--- src/rtl/lcd_pkg.sv ---
// Shared constants and types for the LCD line capture path.
package lcd_pkg;
  localparam int LCD_WIDTH  = 160;
  localparam int LCD_HEIGHT = 144;
  typedef logic [1:0] shade_t;
endpackage

--- src/rtl/lcd_line_ram.sv ---
// Ping-pong line storage: two WIDTH x 2-bit banks, one write port, one registered read port.
module lcd_line_ram
  import lcd_pkg::*;
#(
  parameter int WIDTH = LCD_WIDTH,
  parameter int XW    = $clog2(LCD_WIDTH)
) (
  input  logic          clock,
  input  logic          reset_n,
  input  logic          wr_en,
  input  logic          wr_bank,
  input  logic [XW-1:0] wr_addr,
  input  shade_t        wr_data,
  input  logic          rd_bank,
  input  logic [XW-1:0] rd_addr,
  output shade_t        rd_data
);
  localparam logic [XW:0] LINE_END = (XW+1)'(WIDTH);

  shade_t mem [2][WIDTH];

  // Storage has no reset so it maps onto distributed RAM.
  always_ff @(posedge clock)
    if (wr_en) mem[wr_bank][wr_addr] <= wr_data;

  always_ff @(posedge clock or negedge reset_n)
    if (!reset_n)                       rd_data <= '0;
    else if ({1'b0, rd_addr} < LINE_END) rd_data <= mem[rd_bank][rd_addr];
    else                                rd_data <= '0;
endmodule

--- src/rtl/lcd_line_capture.sv ---
// Captures PPU pixel lines into ping-pong buffers and hands completed lines to the encoder.
// Optional LCD_CAPTURE_PALETTE_EN adds bgp input and rd_grey output (BGP-mapped grey level).
module lcd_line_capture
  import lcd_pkg::*;
#(
  parameter int WIDTH  = LCD_WIDTH,
  parameter int HEIGHT = LCD_HEIGHT,
  parameter int XW     = $clog2(WIDTH)
) (
  input  logic          clock,
  input  logic          reset_n,
  input  shade_t        pixel_data,
  input  logic          pixel_clock,
  input  logic          pixel_latch,
  input  logic          vsync,
  output logic          line_valid,
  output logic [7:0]    line_num,
  input  logic [XW-1:0] rd_x,
  output shade_t        rd_data,
  input  logic          line_done,
`ifdef LCD_CAPTURE_PALETTE_EN
  input  logic [7:0]    bgp,
  output logic [7:0]    rd_grey,
`endif
  output logic          frame_start,
  output logic          overrun,
  output logic          short_line
);
  localparam logic [XW:0] LINE_END  = (XW+1)'(WIDTH);
  localparam logic [7:0]  LAST_LINE = 8'(HEIGHT-1);

  logic        pclk_d, latch_d, vsync_d, armed;
  logic        pix_ev, latch_ev, vsync_ev;
  logic        pix_we, line_full, bank_free, swap;
  logic [XW:0] wr_x, px_cnt;
  logic        wr_bank;
  logic [7:0]  wr_line;

  // armed masks the first cycle after reset so a level already high is not an edge.
  always_comb begin
    pix_ev    = armed & pixel_clock & ~pclk_d;
    latch_ev  = armed & pixel_latch & ~latch_d;
    vsync_ev  = armed & vsync & ~vsync_d;
    pix_we    = pix_ev && (wr_x < LINE_END);
    px_cnt    = wr_x + (XW+1)'(pix_we);
    line_full = (px_cnt == LINE_END);
    bank_free = ~line_valid | line_done;
    swap      = latch_ev & line_full & bank_free;
  end

  always_ff @(posedge clock or negedge reset_n)
    if (!reset_n) begin
      armed       <= 1'b0;
      pclk_d      <= 1'b0;
      latch_d     <= 1'b0;
      vsync_d     <= 1'b0;
      wr_x        <= '0;
      wr_bank     <= 1'b0;
      wr_line     <= '0;
      line_valid  <= 1'b0;
      line_num    <= '0;
      frame_start <= 1'b0;
      overrun     <= 1'b0;
      short_line  <= 1'b0;
    end else begin
      armed       <= 1'b1;
      pclk_d      <= pixel_clock;
      latch_d     <= pixel_latch;
      vsync_d     <= vsync;
      frame_start <= vsync_ev;
      overrun     <= latch_ev & line_full & ~bank_free;
      short_line  <= latch_ev & ~line_full;
      if (pix_we) wr_x <= px_cnt;
      if (latch_ev) begin
        wr_x <= '0;
        if (wr_line != LAST_LINE) wr_line <= wr_line + 8'd1;
      end
      // Vsync wins over a same-cycle latch; the latch already used the old wr_line.
      if (vsync_ev) begin
        wr_x    <= '0;
        wr_line <= '0;
      end
      if (swap) begin
        wr_bank    <= ~wr_bank;
        line_valid <= 1'b1;
        line_num   <= wr_line;
      end else if (line_done) begin
        line_valid <= 1'b0;
      end
    end

  lcd_line_ram #(.WIDTH(WIDTH), .XW(XW)) u_ram (
    .clock   (clock),
    .reset_n (reset_n),
    .wr_en   (pix_we),
    .wr_bank (wr_bank),
    .wr_addr (wr_x[XW-1:0]),
    .wr_data (pixel_data),
    .rd_bank (~wr_bank),
    .rd_addr (rd_x),
    .rd_data (rd_data)
  );

`ifdef LCD_CAPTURE_PALETTE_EN
  // bgp is registered alongside the RAM read so rd_grey tracks rd_data with equal latency.
  logic [7:0] bgp_q;
  always_ff @(posedge clock or negedge reset_n)
    if (!reset_n) bgp_q <= '0;
    else          bgp_q <= bgp;
  assign rd_grey = {4{~bgp_q[{rd_data, 1'b0} +: 2]}};
`endif
endmodule

--- config.mk ---
export PLATFORM = sky130hd
export DESIGN_NAME = lcd_line_capture
export DESIGN_NICKNAME = d
export VERILOG_FILES = /design/src/rtl/lcd_pkg.sv /design/src/rtl/lcd_line_ram.sv /design/src/rtl/lcd_line_capture.sv
export SDC_FILE = /design/constraint.sdc
export NUM_CORES = 1
export LEC_CHECK = 0
export CAP_MARGIN = 20
export CORE_MARGIN = 4
export CORE_UTILIZATION = 52
export CTS_CLUSTER_DIAMETER = 80
export DETAILED_ROUTE_END_ITERATION = 7
export PLACE_DENSITY = 0.68
export SETUP_SLACK_MARGIN = 0.1
export SLEW_MARGIN = 0
export SYNTH_ARGS = -nofsm -noshare
export SYNTH_HDL_FRONTEND = slang
export SYNTH_HIERARCHICAL = 1
export SYNTH_SLANG_ARGS = --single-unit
--- constraint.sdc ---
create_clock -name clock -period 3.3 [get_ports clock]
set_clock_uncertainty 0.05 [all_clocks]
set_input_delay 0.495 -clock clock [delete_from_list [all_inputs] [get_ports clock]]
set_output_delay 0.495 -clock clock [all_outputs]
set_load 0.02 [all_outputs]
[Word-level counts from Yosys, hierarchy flattened]
Memories as Yosys holds them, arrays and structs flattened.
Cells that the tools add are included.
Storage, ports and cells
  memories kept: 1
  bits of input ports: 16
  RAM bits: 640
  register bits: 36
Cells by class
  bitwise logic cells: 20
  magnitude comparators: 5
  reductions and logical operators: 7
  eq/ne operators: 2
  mux-type cells: 16
  $add $sub $neg: 2
Memory list
  u_ram.mem: depth 2, bits a word 320, rd ports 1, clocked after Yosys merged registers in 0, wr ports 1, line lcd_line_ram.sv:20  | shade_t mem [2][WIDTH];
Operators with widths (count)
  2-to-1 mux 320 bit: 1
  2-to-1 mux 9 bit: 3
  2-to-1 mux 8 bit: 3
  greater-or-equal comparator 9 bit (second input constant): 2
  inverter 8 -> 9 bit: 2
  binary-select mux 2 bit (select 8 bit): 1
  demux 2 bit (select 8 bit): 1
  AND 1 bit: 10
  adder 9 x 1 -> 9 bit: 1
  == test 9 x 8 -> 1 bit (second input constant): 1
  < comparator 9 x 1 -> 1 bit (second input constant): 1
  < comparator 9 x 8 -> 1 bit (second input constant): 1
  adder 8 x 1 -> 8 bit (second input constant): 1
  < comparator 8 bit (second input constant): 1
  2-to-1 mux 2 bit: 4
  != test 8 bit (second input constant): 1
  inverter 1 bit: 7
  nonzero test 2 bit: 3
  2-to-1 mux 1 bit: 3
  nonzero test 3 bit: 1
  logical AND 1 bit: 2
  AND reduction 2 bit: 1
  OR 1 bit: 1

[Depth between registers and ports, before layout]
  word-level depth: 8
  mapped depth: 13
  mapped depth without buffers: 11

[By module]
The synthesis kept the hierarchy.
Modules (own cells, without submodules)
  lcd_line_ram: seq. area each 19268.5 µm², area each 26329.0 µm², times used 1, cells each 1501
  lcd_line_capture: seq. area each 850.8 µm², area each 1584.0 µm², times used 1, cells each 142

[Worst setup path before layout]
Ideal clock, no wire load.
  path type: input to register
  start: in pixel_clock
  end: reg line_num[0]
  path buffers: 2
  stages on the path: 13
  arrival time: 2866 ps
  path slack: 259 ps
  cells stage by stage: nand2_1 nor3_1 and2_1 clkbuf_1 ha_1 ha_1 and2_1 and4_1 o21ai_1 a211oi_2 and3_1 buf_6 mux2_4
On the way
  cells in the longest elaborated chain, start to end: 7
Ends and longest elaborated chain
  start, declared: line lcd_line_capture.sv:13  | input logic pixel_clock,
  AND 1 bit (2 in a row): line lcd_line_capture.sv:41  | pix_ev = armed & pixel_clock & ~pclk_d;
  logical AND 1 bit: line lcd_line_capture.sv:44  | pix_we = pix_ev && (wr_x < LINE_END);
  via pix_we: line lcd_line_capture.sv:34  | logic pix_we, line_full, bank_free, swap;
  adder 9 x 1 -> 9 bit: line lcd_line_capture.sv:45  | px_cnt = wr_x + (XW+1)'(pix_we);
  == test 9 x 8 -> 1 bit: line lcd_line_capture.sv:46  | line_full = (px_cnt == LINE_END);
  AND 1 bit (2 in a row): line lcd_line_capture.sv:48  | swap = latch_ev & line_full & bank_free;
  end signal, assigned: line lcd_line_capture.sv:86  | line_num <= wr_line;
  end, declared: line lcd_line_capture.sv:17  | output logic [7:0] line_num,
The timed path passes the listed nets, and every way through them passes these cells.
A chain may end at the register's enable or synchronous reset.

[Worst setup path in the final report]
  start: reg wr_bank
  end: reg u_ram.rd_data[0]
On the way
  cells in the longest elaborated chain, start to end: 6
Ends and longest elaborated chain
  start, declared: line lcd_line_capture.sv:36  | logic wr_bank;
  start signal, assigned: line lcd_line_capture.sv:84  | wr_bank <= ~wr_bank;
  inverter 1 bit: line lcd_line_capture.sv:99  | .rd_bank (~wr_bank),
  memory read (2 x 320 bit)
  binary-select mux 2 bit (select 8 bit): line lcd_line_ram.sv:28  | else if ({1'b0, rd_addr} < LINE_END) rd_data <= mem[rd_bank][rd_addr];
  2-to-1 mux 2 bit (not written as such) (2 in a row): line lcd_line_ram.sv:28
  2-to-1 mux 2 bit: line lcd_line_ram.sv:28
  end signal, assigned: line lcd_line_ram.sv:28
  end, declared: line lcd_line_ram.sv:16  | output shade_t rd_data
No other way between the ends. The select of a mux whose other input is x is not followed.

==> summary.md <==
| Metric | Value |
|---|---|
| Status | `finished, final reports clean` |
| Final #Nets | `1773` |
| DR iter-0 viols | `1723` |
| Clk sink count | `676` |
| Rows | `between 80 and 90` |
| Vias/cell | `between 6 and 7` |
| Seq/Total Area, Yosys | `72.1%` |
| Prevailing post-synth register cell | `edfxtp_1` |
| Setup crit end kind | `register` |
| First-pass GRT wire length | `98.5 mm` |
| Highest clock rate | `0.339 GHz` |
| Worst-Margin Slew | `924 ps` |
| DR DRC count | `0` |
| Initial core utilization | `52.8%` |
| # resized after CTS | `0` |
| Number of CTS-inserted buffers | `70` |
| Worst min path class | `in -> reg` |
| Clock root buffer | `clkbuf_16` |
| # diodes | `0` |
| CTS tree | `built` |
| Largest cells by area after synthesis | `edfxtp_1 69%, mux4_2 13%, nor2_1 4.7%` |
| Filler cells | `3822` |
| Post-synth ARST share | `5.33%` |
| Area share of the largest cell type after synthesis | `roughly 69%` |
| Number of global-route vias before repair | `16100` |
| Ports | `30` |
| Height of the die | `240 um` |
| Arr. time, crit path | `3400 ps` |
| Placer congestion estimate | `0.838` |
| Hold path start | `vsync` |
| Area leader, netlist | `edfxtp_1` |
| Final min period | `2950 ps` |
| Fin. max-slew vios | `0` |
| Max-Cap Viols | `0` |
| PwrDens | `564 nW/um^2` |
| Reg-to-Reg Start | `wr_bank` |
| Yosys reg bits | `676` |
| Worst-skew pair later-pin latency | `610 ps` |
| DP HPWL | `~41 mm` |
| RSZ-0062 raised after global routing | `false` |
| P&R area growth vs syn | `14.5%` |
| Final Hold Fails | `0` |
| Worst Setup Start Kind | `register` |
| GR Util All Layers | `23.1%` |
| Slew headroom | `38.4%` |
| Synth cell types | `61` |
| Total grt overflow | `0` |
| Cell area after synthesis | `27900 um^2` |
| Via count | `15500` |
| CTS HTree Levels | `3` |
| Ys Warns | `6` |
| Total Wirelength | `64.8 mm` |
| Setup crit start | `wr_bank` |
| Fraction of layout cells with a size suffix above 1 | `between 20% and 30%` |
| Reg clk slew, reported paths | `~60 ps` |
| WS Path Type | `reg -> reg` |
| Post-synth net total | `1662` |
| Worst endpoint required time | `3740 ps` |
| R2R depth | `10` |
| Core area | `52900 um^2` |
| DIE AREA | `57400 um^2` |
| Worst-path fanout max | `17` |
| Total power | `roughly 18 mW` |
| Largest net degree at the start of global routing | `107` |
| Avg Inst Size Synth | `17.0 um^2` |
| Post-synth EDFFs | `640` |
| Final setup vio count | `0` |
| Routed WL per cell | `25.9 um` |
| Maximum root-to-sink buffer count | `3` |
| Port Buf Inserts | `29` |
| Post-layout util | `60.4%` |
| Leak | `9.97 nW` |
| Setup tns final | `0 ps` |
| Initial antenna violation count | `1` |
| Tcrit/Tclk final | `between 80% and 90%` |
| Mapped Cells | `1643` |
| Maximum VDD drop | `435 uV` |
| Hold depth | `1` |
| Antenna Nets Post-Route | `0` |
| TritonRoute pass-1 iters | `7` |
| Die width | `~240 um` |
stage by stage:
stage	hold WS [ps]	std cells	setup WS, ps	area [um^2]
after floorplan	149	1643	259	27900
final	293	2497	347	31900
after global placement	469	2369	-9.94	29600
after detailed placement	462	2369	-20.7	29600
after CTS	258	2497	312	31900
after global routing	270	2497	108	31900
kinds of logic after synthesis:
family / count (synthesis) / synth area share (%)
DFF: 676 / 72.1
other: 1 / 0.0134
adders and majority gates: 3 / 0.134
xor gates and xnor gates: 13 / 0.408
and+or+nand+nor: 525 / 7.99
buffers and inverters: 113 / 1.95
AOI/OAI and AO/OA: 94 / 2.36
muxes: 218 / 15.1
critical path, stage by stage (launching register included):
cell and delay [ps]:
dfrtp_1 440, inv_8 210, buf_12 190, buf_4 250
mux4_2 530, mux2i_1 190, mux2i_1 160, nor3_1 210
o21ai_0 160, o311a_1 160, a311o_1 280
worst paths after layout:
path | endpoint | slack [ps]
min in group asynchronous | wr_line[3] | 500
min | vsync_d | 290
max | u_ram/rd_data[0] | 350
max in group asynchronous | wr_x[6] | 2110
max reg2reg | u_ram/rd_data[0] | 350
min reg2reg | line_num[5] | 480
layout by cell type (no fill, tap or decap), types with 10 or more instances in the layout:
| master | instances |
|---|---|
| a21oi_1 | 22 |
| a22oi_1 | 13 |
| buf_12 | 15 |
| buf_4 | 100 |
| clkbuf_1 | 13 |
| clkbuf_16 | 73 |
| clkdlybuf4s50_1 | 24 |
| clkinv_2 | 11 |
| dfrtp_1 | 36 |
| edfxtp_1 | 640 |
| mux2i_1 | 48 |
| mux4_2 | 158 |
| nand2_1 | 61 |
| nand3_1 | 35 |
| nand4_1 | 13 |
| nor2_1 | 351 |
| nor2b_1 | 11 |
| nor3_1 | 10 |
| o221ai_1 | 11 |
synthesized netlist by cell type (4+ instances only):
cell type / instances
a221oi_1: 5
o22ai_1: 7
buf_2: 18
buf_6: 4
nand4_1: 13
mux2_2: 4
o21ai_0: 8
xor2_1: 7
a22oi_1: 13
a21oi_1: 22
nor3_1: 10
nand3b_1: 6
nor2_1: 351
and3_1: 7
dfrtp_1: 36
edfxtp_1: 640
mux2_4: 8
inv_2: 4
nand2_1: 61
o221ai_1: 11
nand2b_1: 9
xnor2_1: 6
clkbuf_1: 65
nor2b_1: 11
mux2i_1: 48
o21ai_1: 6
buf_4: 14
mux4_2: 158
and2_1: 6
nand3_1: 35
buf_1: 4
routing by layer:
layer	GRT usage [%]	wire [um]	part of all wire [%]
met1	32.6	26200	40
met2	36.5	31500	49
met3	5.02	5090	7.9
met4	7.37	2010	3.1
met5	0	13	0.020
area by class of cell:
type                            instances  area, um^2  share of cell area, %
Clock buffer                           90        1930                   6.04
Sequential cell                       676       20100                   63.0
Tap cell                              688         861                   2.69
Multi-Input combinational cell        854        7250                   22.7
Inverter                                7        33.8                  0.106
Timing Repair Buffer                  145        1350                   4.23
Clock inverter                         37         404                   1.27
power by group:
part / total [mW] / switching, mW / internal [mW]
Combinational: 0.632 / 0.405 / 0.227
Sequential: 9.43 / 0.0238 / 9.40
Clock: 7.97 / 3.20 / 4.78
Total: 18.0 / 3.63 / 14.4
flip-flops by register name, indices dropped and copies added (netlist names):
register,cells
u_ram/mem,640
wr_x,9
line_num,8
wr_line,8
u_ram/rd_data,2
armed,1
frame_start,1
latch_d,1
line_valid,1
overrun,1
pclk_d,1
short_line,1
vsync_d,1
wr_bank,1
what timing repair did:
action	in CTS	in global routing
hold buffers	1	0
endpoints found under the hold margin	36	0
buffers inserted	0	0
No activity file was read; power rests on OpenSTA's default activity.
